===== src/rtl/if_stage_ctrl_pkg.sv =====
// Fetch-stage control constants: FSM encoding, default fetch timeout, wait counter width.
// No logic here; shared by the fetch controller and its counters.
package if_stage_ctrl_pkg;

    typedef enum logic [1:0] {
        ST_ISSUE   = 2'd0,
        ST_FETCH   = 2'd1,
        ST_DISCARD = 2'd2
    } if_state_t;

    localparam int IF_TIMEOUT_DEF = 15;
    localparam int IF_WAIT_W      = 4;

endpackage


===== src/rtl/if_stage_ctrl_sat_counter.sv =====
// Saturating up-counter with synchronous clear (clear wins) and async active-high reset.
// Count visible one cycle after the increment; holds at all-ones instead of wrapping.
module sat_counter #(
    parameter int W = 4
) (
    input  logic         CLK,
    input  logic         reset,
    input  logic         i_inc,
    input  logic         i_clr,
    output logic [W-1:0] o_cnt
);

    logic [W-1:0] r_cnt;

    always_ff @(posedge CLK or posedge reset) begin
        if (reset) begin
            r_cnt <= '0;
        end else if (i_clr) begin
            r_cnt <= '0;
        end else if (i_inc && (r_cnt != {W{1'b1}})) begin
            r_cnt <= r_cnt + 1'b1;
        end
    end

    assign o_cnt = r_cnt;

endmodule


===== src/rtl/if_stage_ctrl.sv =====
// Instruction-fetch handshake controller: drives PC/IF-ID enables from memory ready and hazards.
// Enables are combinational from state and inputs; load-use stall freezes fetch and PC.
module if_stage_ctrl
    import if_stage_ctrl_pkg::*;
#(
    parameter int TIMEOUT = IF_TIMEOUT_DEF,
    parameter int CNT_W   = 16
) (
    input  logic             CLK,
    input  logic             reset,
    input  logic             imem_ready,
    input  logic             lw_stall,
    input  logic             redirect_D,
    output logic             imem_start,
    output logic             EnPC,
    output logic             EnD,
    output logic             ClrD,
    output logic             imem_err,
    output logic [CNT_W-1:0] stall_cnt
);

    if_state_t              r_state;
    if_state_t              w_state_nxt;
    logic                   w_redir;
    logic                   w_wait_inc;
    logic                   w_wait_clr;
    logic [IF_WAIT_W-1:0]   w_wait;
    logic                   r_err;

    assign w_redir = redirect_D & ~lw_stall;

    always_ff @(posedge CLK or posedge reset) begin
        if (reset) begin
            r_state <= ST_ISSUE;
        end else begin
            r_state <= w_state_nxt;
        end
    end

    // A redirect during ISSUE makes the fetch just launched wrong-path.
    always_comb begin
        w_state_nxt = r_state;
        case (r_state)
            ST_ISSUE:   w_state_nxt = w_redir ? ST_DISCARD : ST_FETCH;
            ST_FETCH: begin
                if (!lw_stall) begin
                    if (imem_ready)      w_state_nxt = ST_ISSUE;
                    else if (redirect_D) w_state_nxt = ST_DISCARD;
                end
            end
            ST_DISCARD: begin
                if (!lw_stall && imem_ready) w_state_nxt = ST_ISSUE;
            end
            default:    w_state_nxt = ST_ISSUE;
        endcase
    end

    always_comb begin
        imem_start = 1'b0;
        EnPC       = 1'b0;
        EnD        = 1'b0;
        ClrD       = 1'b0;
        if (!reset) begin
            case (r_state)
                ST_ISSUE: begin
                    imem_start = 1'b1;
                    ClrD       = ~lw_stall;
                    EnPC       = w_redir;
                end
                ST_FETCH: begin
                    if (!lw_stall) begin
                        if (redirect_D) begin
                            EnPC = 1'b1;
                            ClrD = 1'b1;
                        end else if (imem_ready) begin
                            EnPC = 1'b1;
                            EnD  = 1'b1;
                        end else begin
                            ClrD = 1'b1;
                        end
                    end
                end
                ST_DISCARD: begin
                    ClrD = ~lw_stall;
                    EnPC = w_redir;
                end
                default: ;
            endcase
        end
    end

    assign w_wait_inc = (r_state != ST_ISSUE) & ~imem_ready;
    assign w_wait_clr = imem_ready | (r_state == ST_ISSUE);

    sat_counter #(.W(IF_WAIT_W)) u_wait_cnt (
        .CLK   (CLK),
        .reset (reset),
        .i_inc (w_wait_inc),
        .i_clr (w_wait_clr),
        .o_cnt (w_wait)
    );

    // Flag is set on the edge where the wait count reaches TIMEOUT; fetch keeps waiting.
    always_ff @(posedge CLK or posedge reset) begin
        if (reset) begin
            r_err <= 1'b0;
        end else if (w_wait_inc && (w_wait == IF_WAIT_W'(TIMEOUT - 1))) begin
            r_err <= 1'b1;
        end
    end

    assign imem_err = r_err;

    sat_counter #(.W(CNT_W)) u_stall_cnt (
        .CLK   (CLK),
        .reset (reset),
        .i_inc (~EnD),
        .i_clr (1'b0),
        .o_cnt (stall_cnt)
    );

endmodule


===== config.mk =====
export PLATFORM = sky130hd
export DESIGN_NAME = if_stage_ctrl
export DESIGN_NICKNAME = d
export VERILOG_FILES = /design/src/rtl/if_stage_ctrl_pkg.sv /design/src/rtl/if_stage_ctrl_sat_counter.sv /design/src/rtl/if_stage_ctrl.sv
export SDC_FILE = /design/constraint.sdc
export NUM_CORES = 1
export LEC_CHECK = 0
export CAP_MARGIN = 20
export CORE_MARGIN = 1.5
export CORE_UTILIZATION = 49
export DETAILED_ROUTE_END_ITERATION = 7
export GPL_TIMING_DRIVEN = 0
export PLACE_DENSITY = 0.77
export SLEW_MARGIN = 20
export SYNTH_ARGS = -nofsm -noshare
export SYNTH_HDL_FRONTEND = slang
export SYNTH_SLANG_ARGS = --single-unit
export TNS_END_PERCENT = 5

===== constraint.sdc =====
create_clock -name CLK -period 1.7 [get_ports CLK]
set_input_delay 0.425 -clock CLK [delete_from_list [all_inputs] [get_ports CLK]]
set_output_delay 0.425 -clock CLK [all_outputs]
set_load 0.05 [all_outputs]

; ---- Word-level counts from Yosys, hierarchy flattened
; Index checks and enable logic that the tools add are counted.
[classes]
addsub = 2
eq_ne = 8
mux = 24
bitwise_logic = 6
reduce_logical = 10
[op_table]
columns = op, count
row1 = $add A16 B1 Y16 const B, 1
row2 = $ne A16 B16 Y1 const B, 1
row3 = $mux W1, 14
row4 = $mux W2, 5
row5 = $mux W4, 2
row6 = $pmux W2 S3, 1
row7 = $add A4 B1 Y4 const B, 1
row8 = $eq A4 B4 Y1 const B, 1
row9 = $logic_and A1 B1 Y1, 4
row10 = $ne A2 B2 Y1 const B, 2
row11 = $ne A4 B4 Y1 const B, 1
row12 = $pmux W1 S2, 2
row13 = $reduce_bool A2 Y1, 2
row14 = $ne A3 B3 Y1 const B, 1
row15 = $not A1 Y1, 3
row16 = $reduce_and A3 Y1, 1
row17 = $and A1 B1 Y1, 2
row18 = $eq A2 B1 Y1 const B, 1
row19 = $eq A2 B2 Y1 const B, 1
row20 = $logic_not A2 Y1, 1
row21 = $reduce_or A2 Y1, 1
row22 = $logic_not A1 Y1, 1
row23 = $or A1 B1 Y1, 1
[totals]
ff_bits = 23
out_inout_bits = 21

; ---- Logic depth before layout (Yosys ltp)
; Gate-level depths: netlist of run 1.
[depth]
word_depth = 7
ltp_mapped = 5

; ---- Modules after synthesis
; Synthesis of run 1 repeated with hierarchy kept, for this count alone.
[unflattened]
hier_cells = 148
hier_area_um2 = 1372.6
[modules_own_cells]
columns = mod, instances, cells_each, area_each_um2, seq_area_each_um2
row1 = sat_counter (u_stall_cnt), 1, 101, 932.1, 400.4
row2 = sat_counter (u_wait_cnt), 1, 21, 230.2, 100.1
row3 = if_stage_ctrl, 1, 26, 210.2, 75.1

; ---- Least setup slack after synthesis of run 1
; Ideal clock, no wire load.
[synth_path]
path_kind = register -> output
startpoint = register r_state[1]
endpoint = output port EnPC
t_arrival_ps = 2973
slack_ps = -1698
stages_incl_launch_ff = 3
n_path_buf = 1
path_cell_list = dfrtp_1 > buf_4 > a2111oi_0
[synth_via]
elab_chain_len = 4
[synth_rtl]
columns = element, line_no
row1 = from (decl), if_stage_ctrl.sv:22  ; if_state_t r_state;
row2 = from (signal assigned), if_stage_ctrl.sv:36  ; r_state <= w_state_nxt;
row3 = $eq A2 B2 Y1 or $logic_not A2 Y1 (tied branches), if_stage_ctrl.sv:64  ; case (r_state)
row4 = $reduce_or A2 Y1 (no source line), --
row5 = $pmux W1 S2 (*), if_stage_ctrl.sv:64
row6 = $mux W1 (*), if_stage_ctrl.sv:63  ; if (!reset) begin
row7 = to (decl), if_stage_ctrl.sv:15  ; output logic EnPC,
; Every way passes the cells marked *; elsewhere a longest branch is shown, timed or not.

; ---- Worst setup path in the final report of run 1
[layout_path]
startpoint = register r_state[1]
endpoint = output port EnD
[layout_via]
elab_chain_len = 3
[layout_rtl]
columns = element, line_no
row1 = $eq A2 B1 Y1, if_stage_ctrl.sv:64
row2 = $mux W1, if_stage_ctrl.sv:64
row3 = $mux W1, if_stage_ctrl.sv:63
row4 = to (decl), if_stage_ctrl.sv:16  ; output logic EnD,
; Every way passes these cells.

==> run_results.csv, run 1 <==
group,metric,value,unit
timing,grt_setup_unrepaired,"yes",
timing,period_share,109,%
clock_tree,clk_pin_slew,0.13,ns
final_layout,fin_nets,161,
final_layout,final_cell_mix,"19 x dfrtp_1, 11 x clkdlybuf4s15_2, 10 x nand3_1",
critical_path,crit_path_end_kind,"primary output",
pwr,power,2.23,mW
global_route,grt_max_degree,24,
clock_tree,cts_root_buf,"clkbuf_4",
critical_path,path_max_fanout,7,
synthesis,synth_area_per_cell,10.5,µm²
pwr,netSwitchingPower,1.05,mW
critical_path,path_class,"flop to primary output",
global_route,met2_usage,33.5,%
place,place_congestion,0.794,
synthesis,synth-seq-area-share,47.0,%
global_route,use_met3,3.67,%
timing,finalHoldViolCount,0,
synthesis,netlist_area,1220,µm²
global_route,top_usage_layer,"met2",
synthesis,ys_types,34,
detailed_routing,drc,0,
timing,max_freq,542,MHz
final_layout,fillers,175,
detailed_routing,routed_wl,2520,µm
floorplan,initial_core_util,53.8,%
timing,worst_slew_pin_slew,0.864,ns
status,status,"finished, violations left",
clock_tree,postCtsHoldBufs,0,
synthesis,synthArstFlopShare,100,%
clock_tree,cts_sinks,23,
final_layout,layout.cells.most_common,"dfrtp_1",
synthesis,syn_inst,116,
place,dp_hpwl,1720,µm
synthesis,synth-seq-cells,23,
detailed_routing,dr.pass1.iters,4,
timing,fin_crit,1.85,ns
detailed_routing,drt_iter0_markers,19,
timing,relSlewSlack,42.4,%
pwr,power_leakage,0.715,nW
clock_tree,ctsLongestPathBuffers,2,
floorplan,io_pins,26,
floorplan,dieArea,2810,µm²
critical_path,critPathLaunchType,"flop",
pwr,p_sw_share,47.0,%
clock_tree,cts_tree,"done",
final_layout,antennaDiodeCount,0,
global_route,antenna_found_initial,0,
run,maxCapViolations,0,
place,place_area,1530,µm²
critical_path,reg2reg_from,"r_state[0]",
floorplan,die_x,53.0,µm
pwr,power.density,1360,nW/µm²
synthesis,ys_warn_count,0,
global_route,grt_pass1_wl,4260,µm
clock_tree,cts_buffers,3,
floorplan,die_h,53.0,µm
pwr,p_clk_share,11.2,%
timing,setup_violations,3,
timing,slew_viol_final,0,
clock_tree,clk-insertion-delay-late,0.31,ns
pwr,seqPwrFrac,40.3,%
final_layout,area_delta_synth_final,34.3,%
timing,setup_slack,-0.146,ns
place,io_buffer_count,25,
detailed_routing,vias_per_cell,5.74,
hold_path,hold_path_startpoint,"u_stall_cnt.o_cnt[11]",
synthesis,ys.flop_type,"dfrtp_1",
critical_path,critPathLaunch,"r_state[1]",
floorplan,fp-row-count,17,
synthesis,syn_nets,124,
pwr,combPwrFrac,48.5,%
floorplan,coreArea,2280,µm²
detailed_routing,wl_per_cell,14.0,µm
hold_path,holdCritPathClass,"flop to flop",
final_layout,design_area,1640,µm²
detailed_routing,vias,1033,
status,violations,"negative setup slack",
synthesis,synth-edff-count,0,
global_route,gr-usage-all-layers,20.4,%
critical_path,worstPathRequired,1.27,ns
detailed_routing,drtAntennaViolNets,0,
pwr,ir_drop,1.07,mV
timing,skew,0.00777,ns
global_route,grt.overflow.total,0,
final_layout,drive_gt1_share,34.9,%
critical_path,critPathArrivalTime,1.42,ns
final_layout,post-route-util,72.2,%
clock_tree,htreeDepth,1,
global_route,gr-usage-met1,27.5,%
pwr,p_int,1.18,mW
global_route,grt_pass1_vias,937,
[synth_stat cells (2+ instances only)]
library cell,number,share of area [%]
ha_1,3,3.1
and4_1,3,2.1
a211oi_1,3,1.8
nor2_1,7,2.1
nand2_1,5,1.5
nor3_1,3,1.2
nand3_1,11,4.5
xnor2_1,6,4.3
o21bai_1,2,1.2
dfrtp_1,23,47
a31oi_1,5,2.6
a21oi_1,5,2.0
xor2_1,2,1.4
nor2b_1,3,1.5
o21a_1,2,1.2
and3_1,4,2.0
buf_4,2,1.2
inv_1,4,1.2
mux2_2,3,2.8
nand4_1,4,2.0
o21ai_0,3,1.2
[critical path, stage by stage (launching register included)]
cell and delay, ns:
dfrtp_1 0.40, buf_6 0.13, and4bb_4 0.32, nand2_4 0.07
inv_2 0.06, buf_8 0.13
[logic make-up after synthesis]
logic type / count (synthesis) / share of synthesized area (%)
AO/OA/AOI/OAI: 26 / 15.3
XOR/XNOR: 8 / 5.73
adder cells (fa/ha/maj): 3 / 3.07
buffers and inverters: 6 / 2.45
flip-flops: 23 / 47.0
multiplexers: 4 / 3.99
AND/OR/NAND/NOR: 46 / 22.4
[state kept, by name, summed over array words and instances (netlist names)]
signal	count
r_state	2
imem_err	1
u_wait_cnt.o_cnt	4
u_stall_cnt.o_cnt	16
[power by group through the flow]
stage / Sequential, mW / Clock [mW] / Combinational, mW
after floorplan: 1.21 / 0 / 0.391
after global placement: 0.879 / 0 / 1.03
after detailed placement: 0.887 / 0 / 1.05
after CTS: 0.884 / 0.258 / 1.05
after global routing: 0.927 / 0.275 / 1.16
final: 0.898 / 0.249 / 1.08
[path summary, 6_finish.rpt]
path                                         end  slack [ns]  depth (start not counted)
max in group asynchronous   u_stall_cnt.o_cnt[8]        0.59                          2
setup / recovery                             EnD       -0.15                          5
hold reg to reg            u_stall_cnt.o_cnt[11]        0.49                          1
setup reg to reg           u_stall_cnt.o_cnt[14]        0.02                          5
min in group asynchronous             r_state[0]        0.53                          2
hold / removal             u_stall_cnt.o_cnt[11]        0.49                          1
[stage by stage]
| stage | TNS [ns] | std cells | setup slack, ns | hold slack, ns |
|---|---|---|---|---|
| floorplan | -1.76 | 116 | -0.305 | 0.427 |
| global placement | -9.02 | 169 | -1.22 | 0.460 |
| CTS | -0.452 | 175 | -0.249 | 0.497 |
| global route | -0.605 | 180 | -0.195 | 0.523 |
| detailed placement | -9.37 | 169 | -1.23 | 0.478 |
| finish | -0.270 | 180 | -0.146 | 0.492 |
[cell type report]
class                      instances  area [µm²]  area share (%)
inverter                           4        15.0           0.914
multi-input combinational         87         671            40.8
timing repair buffer              32         295            18.0
clock buffer                       3        22.5            1.37
clock inverter                     1        5.00           0.305
sequential                        23         581            35.3
buffer                             2        18.8            1.14
tap                               28        35.0            2.13
[layer usage]
| layer | vias to the layer above | wire [µm] |
|---|---|---|
| met2 | 24 | 1220 |
| met3 | 4 | 106 |
| met5 | - | 0 |
| li1 | 507 | - |
| met1 | 498 | 1160 |
| met4 | 0 | 38 |
[what timing repair did]
item,4_1_cts,5_1_grt
setup endpoints to repair,30,18
cloned,0,0
buffers inserted,2,5
pin swaps,3,5
resized for setup,81,15
No activity file was read; power rests on OpenSTA's default activity.
==> run 2, diff against run 1 <==
CORE_ASPECT_RATIO = 1.25   (was default)
MAX_ROUTING_LAYER = met4   (was default)
==> run_results.csv, run 2 (synthesis gave the netlist of run 1 again) <==
group,metric,value,unit
floorplan,coreArea,2400,µm²
critical_path,reg2reg_from,"r_state[0]",
pwr,power_leakage,0.707,nW
timing,relSlewSlack,41.5,%
critical_path,critPathLaunchType,"flop",
pwr,p_clk_share,11.5,%
timing,grt_setup_unrepaired,"yes",
global_route,gr-usage-all-layers,22.4,%
final_layout,design_area,1650,µm²
detailed_routing,routed_wl,2790,µm
critical_path,path_class,"flop to primary output",
critical_path,crit_path_end_kind,"primary output",
final_layout,largest_reg_flops,16,
global_route,grt_max_degree,24,
detailed_routing,wl_per_cell,15.2,µm
detailed_routing,drt_iter0_markers,17,
pwr,combPwrFrac,47.8,%
hold_path,hold_path_startpoint,"imem_err",
timing,finalHoldViolCount,0,
detailed_routing,drtAntennaViolNets,0,
timing,max_freq,536,MHz
clock_tree,cts_sinks,23,
place,io_buffer_count,25,
final_layout,fillers,194,
clock_tree,cts_buffers,3,
critical_path,cp-endpoint,"EnD",
critical_path,path_cells,"buf_6 -> and4bb_4 -> nand2_4 -> inv_2 -> buf_8",
place,place_congestion,0.778,
critical_path,r2r_setup_slack,-0.09,ns
critical_path,r2r_end,"u_stall_cnt.o_cnt[14]",
critical_path,reg2regPathDepth,5,
status,violations,"negative setup slack",
global_route,grt_pass1_vias,1048,
timing,setup_violations,4,
critical_path,worstPathRequired,1.27,ns
pwr,p_sw_share,47.9,%
timing,skew,0.00762,ns
clock_tree,htreeDepth,1,
clock_tree,postCtsHoldBufs,0,
status,status,"finished, violations left",
critical_path,crit_path_top_delay_cell,"dfrtp_1",
clock_tree,cts_tree,"done",
global_route,antenna_found_initial,0,
pwr,seqPwrFrac,40.7,%
place,place_area,1530,µm²
place,dp_hpwl,1910,µm
detailed_routing,vias_per_cell,5.66,
global_route,grt.overflow.total,0,
final_layout,final_cell_mix,"18 x dfrtp_1, 11 x clkdlybuf4s15_2, 10 x nand3_1",
clock_tree,clk-insertion-delay-late,0.32,ns
final_layout,layout.cells.most_common,"dfrtp_1",
timing,period_share,110,%
critical_path,path_max_fanout,5,
final_layout,regArea,582,µm²
final_layout,area_delta_synth_final,34.9,%
critical_path,critPathLaunch,"r_state[1]",
floorplan,initial_core_util,50.9,%
timing,worst_slew_pin_slew,0.876,ns
floorplan,dieArea,2810,µm²
pwr,power.density,1350,nW/µm²
floorplan,die_x,47.7,µm
final_layout,antennaDiodeCount,0,
detailed_routing,dr.pass1.iters,4,
final_layout,multi_input_area,686,µm²
pwr,netSwitchingPower,1.06,mW
final_layout,fin_nets,160,
timing,fin_crit,1.86,ns
clock_tree,cts_root_buf,"clkbuf_4",
hold_path,holdCritPathClass,"flop to flop",
clock_tree,ctsLongestPathBuffers,2,
timing,slew_viol_final,0,
clock_tree,clk_pin_slew,0.12,ns
pwr,power,2.22,mW
floorplan,io_pins,26,
global_route,grt_pass1_wl,4450,µm
timing,setup-tns-final,-0.433,ns
pwr,p_int,1.16,mW
detailed_routing,vias,1042,
final_layout,post-route-util,68.7,%
timing,setup_slack,-0.165,ns
floorplan,fp-row-count,20,
final_layout,drive_gt1_share,35.1,%
critical_path,critPathArrivalTime,1.44,ns
pwr,ir_drop,1.08,mV
run,maxCapViolations,0,
detailed_routing,drc,0,
critical_path,critPathMaxStageDelay,0.41,ns
floorplan,die_h,58.9,µm
-- run 2: how the worst min path moves through the flow --
stage                           to  depth (start not counted)
after detailed placement  imem_err                          1
final                     imem_err                          1
after global placement    imem_err                          1
after floorplan           imem_err                          1
after global routing      imem_err                          1
after CTS                 imem_err                          1
-- run 2: layout make-up --
cell class / instances / share of cell area, %
inverter: 4 / 0.910
timing repair buffer: 31 / 17.0
clock buffer: 3 / 1.36
clock inverter: 1 / 0.303
tap: 33 / 2.50
buffer: 2 / 1.14
sequential: 23 / 35.3
multi-input combinational: 87 / 41.5
-- run 2: power by group through the flow --
| stage | logic [mW] | registers (mW) | clock network [mW] |
|---|---|---|---|
| 2_1_floorplan | 0.391 | 1.21 | 0 |
| 3_3_place_gp | 1.03 | 0.889 | 0 |
| 3_5_place_dp | 1.04 | 0.897 | 0 |
| 4_1_cts | 1.04 | 0.896 | 0.254 |
| 5_1_grt | 1.13 | 0.928 | 0.291 |
| 6_report | 1.06 | 0.905 | 0.255 |
-- run 2: per-stage QoR --
step                hold slack, ns  setup WS, ns  instances
floorplan                    0.427        -0.305        116
global placement             0.462         -1.19        174
detailed placement           0.465         -1.23        174
CTS                          0.492        -0.258        181
global route                 0.525        -0.228        184
finish                       0.485        -0.165        184
-- run 2: critical path, delay by kind of cell (launching register included) --
kind	cells	cell delay, ns
flops	1	0.41
simple gates	2	0.39
buf+inv	3	0.33
-- run 2: repair_timing --
action / 4_1_cts / 5_1_grt
cloned: 0 / 1
resized for setup: 84 / 17
setup buffers: 3 / 2
setup endpoints to repair: 32 / 17
pin swaps: 2 / 4
-- run 2: metal layers --
| metal | global-route usage, % | vias up | part of all wire, % |
|---|---|---|---|
| li1 | - | 504 | - |
| met1 | 25.0 | 509 | 41 |
| met2 | 36.6 | 23 | 55 |
| met3 | 3.99 | 6 | 3.0 |
| met4 | 12.0 | 0 | 1.6 |
| met5 | - | - | 0 |
==> run 3, diff against run 2 <==
CORE_UTILIZATION = 51   (was 49)
PLACE_DENSITY = 0.78   (was 0.77)
SLEW_MARGIN = default   (was 20)
SYNTH_HIERARCHICAL = 1   (was default)
==> run_results.csv, run 3 <==
group,metric,value,unit
place,dp_hpwl,2260,µm
floorplan,fp-row-count,20,
detailed_routing,drtAntennaViolNets,0,
detailed_routing,routed_wl,3380,µm
synthesis,ys.flop_type,"dfrtp_1",
timing,finalHoldViolCount,0,
synthesis,synth_top_cell_by_area,"dfrtp_1",
synthesis,synth.top_cell.area_share,41.9,%
synthesis,synth.most_common_cell,"dfrtp_1",
place,dp.cells,206,
synthesis,synthTopCellsByArea,"dfrtp_1 42%, a21oi_1 5.1%, or4_1 3.3%, inv_1 2.7%, o31ai_1 2.7%",
floorplan,initial_core_util,54.8,%
floorplan,dieArea,3010,µm²
timing,slew_viol_final,0,
run,maxCapViolations,0,
final_layout,post-route-util,76.2,%
detailed_routing,vias,1366,
final_layout,stdcell_count,224,
synthesis,syn_inst,148,
place,place_congestion,0.791,
final_layout,multi_input_area,816,µm²
detailed_routing,vias_per_cell,6.10,
synthesis,synth_common_cells,"23 x dfrtp_1, 14 x a21oi_1, 10 x inv_1",
timing,max_freq,510,MHz
detailed_routing,drc,0,
final_layout,largest_reg_flops,16,
pwr,power_leakage,0.757,nW
final_layout,area_delta_synth_final,38.9,%
synthesis,ys_types,40,
critical_path,worstPathRequired,1.95,ns
clock_tree,cts_tree,"done",
status,status,"finished, violations left",
hold_path,holdCritPathClass,"input port to asynchronous set/reset pin",
critical_path,critPathLaunchType,"flop",
pwr,power.density,597,nW/µm²
clock_tree,cts_root_buf,"clkbuf_4",
clock_tree,clk-insertion-delay-late,0.31,ns
final_layout,fillers,165,
timing,fin_crit,1.96,ns
timing,setup_violations,14,
synthesis,synthArstFlopShare,100,%
critical_path,path_max_fanout,7,
global_route,gr-usage-all-layers,24.4,%
synthesis,synth_area_per_cell,9.27,µm²
synthesis,synth-seq-area-share,41.9,%
critical_path,path_class,"flop to flop",
critical_path,crit_path_end_kind,"flop",
clock_tree,htreeDepth,1,
clock_tree,cts_buffers,3,
floorplan,die_h,61,µm
global_route,grt_pass1_vias,1277,
place,io_buffer_count,25,
timing,worst_slew_pin_slew,0.635,ns
clock_tree,cts_sinks,23,
critical_path,critPathArrivalTime,2.21,ns
timing,period_share,115,%
synthesis,netlist_area,1370,µm²
synthesis,synth-edff-count,0,
detailed_routing,dr.pass1.iters,4,
final_layout,regArea,593,µm²
clock_tree,clk_pin_slew,0.13,ns
timing,grt_setup_unrepaired,"yes",
detailed_routing,drt_iter0_markers,20,
detailed_routing,wl_per_cell,15.1,µm
pwr,ir_drop,0.452,mV
timing,setup-tns-final,-1.75,ns
global_route,antenna_found_initial,0,
final_layout,layout.cells.most_common,"dfrtp_2",
timing,setup_slack,-0.262,ns
synthesis,synth-seq-cells,23,
global_route,grt_max_degree,17,
global_route,grt_pass1_wl,5420,µm
status,violations,"negative setup slack",
floorplan,io_pins,26,
synthesis,ys_warn_count,6,
clock_tree,ctsLongestPathBuffers,2,
global_route,grt.overflow.total,0,
timing,relSlewSlack,57.6,%
final_layout,fin_nets,199,
final_layout,final_cell_mix,"14 x dfrtp_2, 10 x a21oi_1, 10 x buf_4",
final_layout,antennaDiodeCount,0,
timing,skew,0.00340,ns
floorplan,coreArea,2500,µm²
floorplan,die_x,49.4,µm
synthesis,syn_nets,155,
final_layout,drive_gt1_share,44.0,%
==> run 3: final timing paths <==
kind	slack, ns	to	from	cells past startpoint
max	-0.26	u_stall_cnt/o_cnt[12]	r_state[0]	8
min	0.03	r_state[0]	reset	2
max reg2reg	-0.26	u_stall_cnt/o_cnt[12]	r_state[0]	8
min reg2reg	0.49	imem_err	imem_err	1
max in group asynchronous	1.01	u_stall_cnt/o_cnt[12]	reset	2
min in group CLK	0.49	r_state[1]	imem_ready	3
==> run 3: repair_timing <==
item                       in CTS  in global routing
gates resized for setup        91                 32
hold buffers                    0                  0
setup endpoints to repair      38                 30
pin swaps                       7                  3
setup buffers                  10                  4
gates cloned                    0                  0
==> run 3: routing by layer <==
| metal | vias to the layer above | GRT usage (%) | routed length, µm |
|---|---|---|---|
| met5 | - | - | 0 |
| met4 | 0 | 11.9 | 89 |
| met3 | 10 | 2.96 | 125 |
| met2 | 37 | 46.9 | 1890 |
| met1 | 676 | 24.6 | 1270 |
| li1 | 643 | - | - |
==> run 3: layout make-up <==
cell class / instances / area share (%)
Buffer: 4 / 1.97
Clock buffer: 3 / 1.18
Clock inverter: 1 / 0.262
Inverter: 10 / 2.23
Multi-Input combinational cell: 111 / 42.8
Sequential cell: 23 / 31.1
Tap cell: 33 / 2.17
Timing Repair Buffer: 39 / 18.3
==> run 3: worst max-delay path: stages, from the launching register on <==
cell and delay (ns):
dfrtp_2 0.45, nand4b_1 0.13, clkbuf_8 0.16, buf_6 0.10
buf_12 0.10, nand3_1 0.07, or4_4 0.42, or3_4 0.34
a21oi_2 0.12
==> run 3: cells by family (layout without fill, tap and decap cells) <==
logic type	after synthesis	count (layout)	share of synthesized area [%]
AOI/OAI and AO/OA	34	34	16.8
adders and majority gates	2	2	1.82
buffers and inverters	14	57	4.56
DFF	23	23	41.9
muxes	5	5	4.19
other	1	1	0.273
and+or+nand+nor	69	69	30.4
==> run 3: power by group <==
group          total (mW)  switching [mW]  internal [mW]
clock network       0.254           0.166         0.0880
registers           0.592          0.0247          0.567
logic               0.292           0.162          0.129
total                1.14           0.353          0.785
==> run 3: metrics by stage <==
stage	setup slack (ns)	hold WS, ns	cell area [µm²]	power, mW
4_1_cts	-0.333	0.139	1860	1.12
3_5_place_dp	-1.10	0.468	1700	0.817
5_1_grt	-0.339	0.0289	1910	1.19
2_1_floorplan	-0.317	0.179	1410	0.750
6_report	-0.262	0.0345	1910	1.14
3_3_place_gp	-1.03	0.461	1700	0.810
